## config.mk

```make
export PLATFORM = sky130hd
export DESIGN_NAME = vga_screen_ctrl
export DESIGN_NICKNAME = d
export VERILOG_FILES = /design/src/rtl/vga_screen_ctrl.sv
export SDC_FILE = /design/constraint.sdc
export NUM_CORES = 1
export LEC_CHECK = 0
export ABC_AREA = 1
export CORE_MARGIN = 5
export CORE_UTILIZATION = 37
export CTS_CLUSTER_SIZE = 24
export DETAILED_ROUTE_END_ITERATION = 10
export SETUP_SLACK_MARGIN = 0.5
export SLEW_MARGIN = 20
export SYNTH_ARGS = -nofsm -noshare
export SYNTH_HDL_FRONTEND = slang
export SYNTH_SLANG_ARGS = --single-unit
export TNS_END_PERCENT = 1
```

## constraint.sdc

```tcl
create_clock -name vga_clk_25 -period 2.6 [get_ports vga_clk_25]
set_input_delay 0.65 -clock vga_clk_25 [delete_from_list [all_inputs] [get_ports vga_clk_25]]
set_output_delay 0.65 -clock vga_clk_25 [all_outputs]
set_load 0.03 [all_outputs]
```

## src/rtl/vga_screen_ctrl.sv

```systemverilog
// Screen/game sequencer: START/SPEED/PLAY/END flow, key presses and speed changes
// committed on the vga_vs rising edge, plus the speed-dependent game_tick.
`timescale 1ns/1ps
module vga_screen_ctrl #(
    parameter int unsigned MAX_LVL         = 4,
    parameter int unsigned FRAMES_PER_STEP = 6,
    parameter int unsigned END_FRAMES      = 180
) (
    input  logic       vga_clk_25,
    input  logic       rst_n,
    input  logic       vga_vs,
    input  logic       key_enter,
    input  logic       key_up,
    input  logic       key_down,
    input  logic       game_over,
    output logic [3:0] state_m,
    output logic [2:0] speed_lvl,
    output logic       frame_tick,
    output logic       state_chg,
    output logic       game_tick
);

    localparam int unsigned TickW = $clog2(MAX_LVL * FRAMES_PER_STEP + 1);
    localparam int unsigned EndW  = $clog2(END_FRAMES + 1);

    typedef enum logic [3:0] {
        StStart = 4'b0001,
        StSpeed = 4'b0010,
        StPlay  = 4'b0100,
        StEnd   = 4'b1000
    } state_e;

    state_e           state_q, state_d;
    logic [2:0]       speed_q, speed_d;
    logic             vs_q;
    logic             p_enter_q, p_enter_d;
    logic             p_up_q, p_up_d;
    logic             p_down_q, p_down_d;
    logic [TickW-1:0] tick_cnt_q, tick_cnt_d;
    logic [EndW-1:0]  end_cnt_q, end_cnt_d;
    logic             state_chg_q;
    logic [TickW-1:0] period;

    assign frame_tick = vga_vs & ~vs_q;
    assign state_m    = state_q;
    assign speed_lvl  = speed_q;
    assign state_chg  = state_chg_q;
    assign period     = TickW'((MAX_LVL + 1 - 32'(speed_q)) * FRAMES_PER_STEP);

    always_comb begin
        state_d    = state_q;
        speed_d    = speed_q;
        tick_cnt_d = tick_cnt_q;
        end_cnt_d  = end_cnt_q;
        game_tick  = 1'b0;

        // Flags reload on the tick so a key landing on the tick cycle waits a frame.
        if (frame_tick) begin
            p_enter_d = key_enter;
            p_up_d    = key_up;
            p_down_d  = key_down;
        end else begin
            p_enter_d = p_enter_q | key_enter;
            p_up_d    = p_up_q | key_up;
            p_down_d  = p_down_q | key_down;
        end

        unique case (state_q)
            StStart: begin
                if (frame_tick && p_enter_q) state_d = StSpeed;
            end
            StSpeed: begin
                if (frame_tick) begin
                    if (p_enter_q) begin
                        state_d    = StPlay;
                        tick_cnt_d = '0;
                    end else if (p_up_q && !p_down_q) begin
                        if (speed_q < 3'(MAX_LVL)) speed_d = speed_q + 3'd1;
                    end else if (p_down_q && !p_up_q) begin
                        if (speed_q > 3'd1) speed_d = speed_q - 3'd1;
                    end
                end
            end
            StPlay: begin
                if (frame_tick) begin
                    if (game_over) begin
                        state_d   = StEnd;
                        end_cnt_d = '0;
                    end else if (tick_cnt_q == period - TickW'(1)) begin
                        game_tick  = 1'b1;
                        tick_cnt_d = '0;
                    end else begin
                        tick_cnt_d = tick_cnt_q + TickW'(1);
                    end
                end
            end
            StEnd: begin
                if (frame_tick) begin
                    if (p_enter_q || end_cnt_q == EndW'(END_FRAMES - 1)) begin
                        state_d = StStart;
                    end else begin
                        end_cnt_d = end_cnt_q + EndW'(1);
                    end
                end
            end
            default: state_d = StStart;
        endcase
    end

    always_ff @(posedge vga_clk_25 or negedge rst_n) begin
        if (!rst_n) begin
            state_q     <= StStart;
            speed_q     <= 3'd1;
            vs_q        <= 1'b0;
            p_enter_q   <= 1'b0;
            p_up_q      <= 1'b0;
            p_down_q    <= 1'b0;
            tick_cnt_q  <= '0;
            end_cnt_q   <= '0;
            state_chg_q <= 1'b0;
        end else begin
            state_q     <= state_d;
            speed_q     <= speed_d;
            vs_q        <= vga_vs;
            p_enter_q   <= p_enter_d;
            p_up_q      <= p_up_d;
            p_down_q    <= p_down_d;
            tick_cnt_q  <= tick_cnt_d;
            end_cnt_q   <= end_cnt_d;
            state_chg_q <= (state_d != state_q);
        end
    end

endmodule

```

==> run metrics <==
worst-margin pin slew=roughly 0.34 ns; Initial Utilization=0.378; Slew headroom=0.774; Tmin final=around 2.5 ns; CTS tree=done; Final period util=0.950; worst hold endpoint=p_up_q; Post-Route Skew=between 0.005 and 0.006 ns; via count=1,408; number of buffers on the longest clock path=2; register area=roughly 630 sq um; post-route ant nets=0; CP max stage delay=slightly below 0.6 ns; status=finished clean; CP cell instances=inv_4 > ha_4 > inv_2 > nand3_2 > nand2_2 > nand2_2 > a21oi_2 > nand2_2 > nor3_4 > buf_6; fmax=between 0.4 and 0.5 GHz; sw frac=0.346; Mapped Cells=214; crit-path max FO=3; vias per cell=4.74; total power=between 0.001 and 0.0015 W; Setup violations, final=0; share of layout cells above drive strength 1=0.220; worst-case reg-to-reg path depth=12; P per Cell Area=slightly above 500 nW/um^2; GR Layer Usage met1=0.165; vias in the first global route=~1,400; Syn Nets=about 230; post-DP HPWL=approximately 2500 um; die width=~76 um; Worst Path Required=between 1.5 and 2 ns; Worst R2R Setup Slack=0.83 ns; crit path DAT=~1.8 ns; die area=slightly below 6000 sq um; CTS Hold Buffers Added=0; RSZ-0062 raised after global routing=true; reg-to-reg startpoint=speed_lvl[0]; number of buffers created by CTS=3; final hold vios=0; Leak=roughly 1.0 nW; Buffers & Inverters on Critical Path=3; EDFF count, synth=0; Mapped Area=about 1600 sq um; CP delay by family, top=flip-flops; final net count=~260; Placeable Area=around 4300 sq um; hold_sp=p_up_q; met3 Resource Use GR=0.0213; Async SR Flop Fraction=1.00; CP Class=flip-flop to primary output; Critical Path Slowest Stage Cell=dfstp_2; Starting DRT DRC Count=between 70 and 80; Yosys cell types=29; TNS Setup=0 ns; Internal=around 0.00069 W; Port Buffers=16; Clock Tree Root=clkbuf_8; busiest layer in global routing=met2; CTS Sinks=25; synthesized flop and latch total=25; final instance area=between 2000 and 2500 sq um; first-pass GRT wire length=roughly 6300 um; die height=between 70 and 80 um; clock-pin slew on the worst setup and hold paths=0.09 ns; DR WL/cell=between 10 and 15 um; Antenna diodes=0; share of power burned in registers=0.452; fillcell total=around 420; VDD IR max=roughly 0.00025 V; Ys Warns=0; Ports=17; htree depth=1; Slew Viols, Final=0; Sw Pwr=0.000364 W; Logic pwr share=0.323; DRC=0; startpoint types=flip-flop; GR Overflow Total=0; later-pin clock latency in the skew report=~0.27 ns; initial antenna violation count=0; placed cell area=~1900 sq um; sequential area share after synthesis=0.387; Routed WL=roughly 3400 um; reg-to-reg critical path endpoint=tick_cnt_q[4]; largest net degree at the start of global routing=26; max-cap violations=0; clock share of power=0.225; drt pass-1 iters=4; class of the worst hold path=flip-flop to flip-flop; num rows=24; top_reg_cell synth=dfrtp_1; total track usage=0.128; area delta synth->final=27.8%; Syn Area/Cell=between 7 and 8 sq um; footprint of the multi-input gates=roughly 950 sq um; GP Congestion=between 0.8 and 0.9; hold depth=1; Crit. End Element=primary output; met2 Usage GRT=0.217; most used cell, CP=nand2_2
## cell type report
type	count	area share
inverters	32	0.0610
clock inverters	1	0.00362
clock buffers	3	0.0199
well taps	52	0.0314
flip-flops and latches	25	0.304
repair buffers	28	0.120
multi-input cells	156	0.460
## worst max path at each step
stage | from | endpoint | slack, ns | cells after the start
final | speed_lvl[0] | game_tick | 0.13 | 10
after CTS | speed_lvl[0] | game_tick | 0.13 | 10
after detailed placement | speed_lvl[1] | game_tick | 0.18 | 12
after global routing | speed_lvl[1] | game_tick | 0.008 | 12
after global placement | speed_lvl[1] | game_tick | 0.19 | 13
after floorplan | speed_lvl[1] | game_tick | 0.19 | 11
## cell usage after synthesis (2+ instances only)
cell type  number  area, sq um
o21ai_2         3         26.3
dfstp_2         2         52.6
inv_1          29          109
nor2_1         24         90.1
nand3_2         3         30.0
xnor2_1         4         35.0
nor3_1          4         20.0
ha_1            8          100
xor2_1          9         78.8
nand4_1         2         12.5
dfrtp_1        23          576
o21ai_0         7         35.0
o21bai_1        2         15.0
o21ai_1         3         15.0
nor2_2          2         12.5
a21oi_1         4         20.0
nand3_1        18         90.1
nand2_1        55          206
inv_2           2         7.51
## repair_timing
item,in CTS,in global routing
pin swaps,9,3
endpoints found under the setup margin,4,18
setup buffers,8,1
resized for setup,12,0
gates cloned,0,0
## cells in the final DEF, fill, tap and decap left out, types with 2 or more instances in the layout
master and n:
ha_4 4, inv_2 4, inv_1 25, o21ai_2 4
nand3_1 17, buf_4 13, dfrtp_1 21, nand2_1 51
a21oi_1 3, nand4_1 2, xor2_1 9, o21bai_1 2
dfrtp_2 2, nand2_2 5, inv_4 2, ha_1 4
o21ai_0 6, nor2_1 24, o21ai_1 3, clkdlybuf4s50_1 14
clkbuf_8 3, nor2_2 2, nand3_2 4, dfstp_2 2
nor3_1 3, xnor2_1 3
## flip-flops by register name (all words and copies together) (netlist names), 3 cells and up
name        cells
end_cnt_q       8
state_m         4
tick_cnt_q      5
speed_lvl       3
## metrics by stage
stage	setup WS (ns)	utilization	instances	hold WS [ns]
2_1_floorplan	0.195	-	214	0.354
3_3_place_gp	0.195	0.441	284	0.482
3_5_place_dp	0.183	0.441	284	0.479
4_1_cts	0.127	0.481	296	0.500
5_1_grt	0.00828	0.483	297	0.524
6_report	0.130	0.483	297	0.494
## routing by layer
layer / wire length, um / vias up
li1: - / 742
met1: 1630 / 650
met2: 1600 / 12
met3: 82 / 4
met4: 42 / 0
met5: 0 / -
## kinds of logic after synthesis
family                   count (synthesis)  synth area share
buffers and inverters                   33            0.0818
XOR/XNOR                                13            0.0702
flip-flops                              25             0.387
AND/OR/NAND/NOR                        112             0.305
multiplexers                             1           0.00617
AO/OA/AOI/OAI                           22            0.0880
adder cells (fa/ha/maj)                  8            0.0617
## power by group through the flow
stage,registers (W),clock network (W),logic (W)
global route,0.000483,0.000261,0.000385
floorplan,0.000526,0,0.000168
finish,0.000475,0.000236,0.000340
global placement,0.000486,0,0.000309
detailed placement,0.000485,0,0.000313
CTS,0.000476,0.000247,0.000341
(Power assumes the default switching activity.)
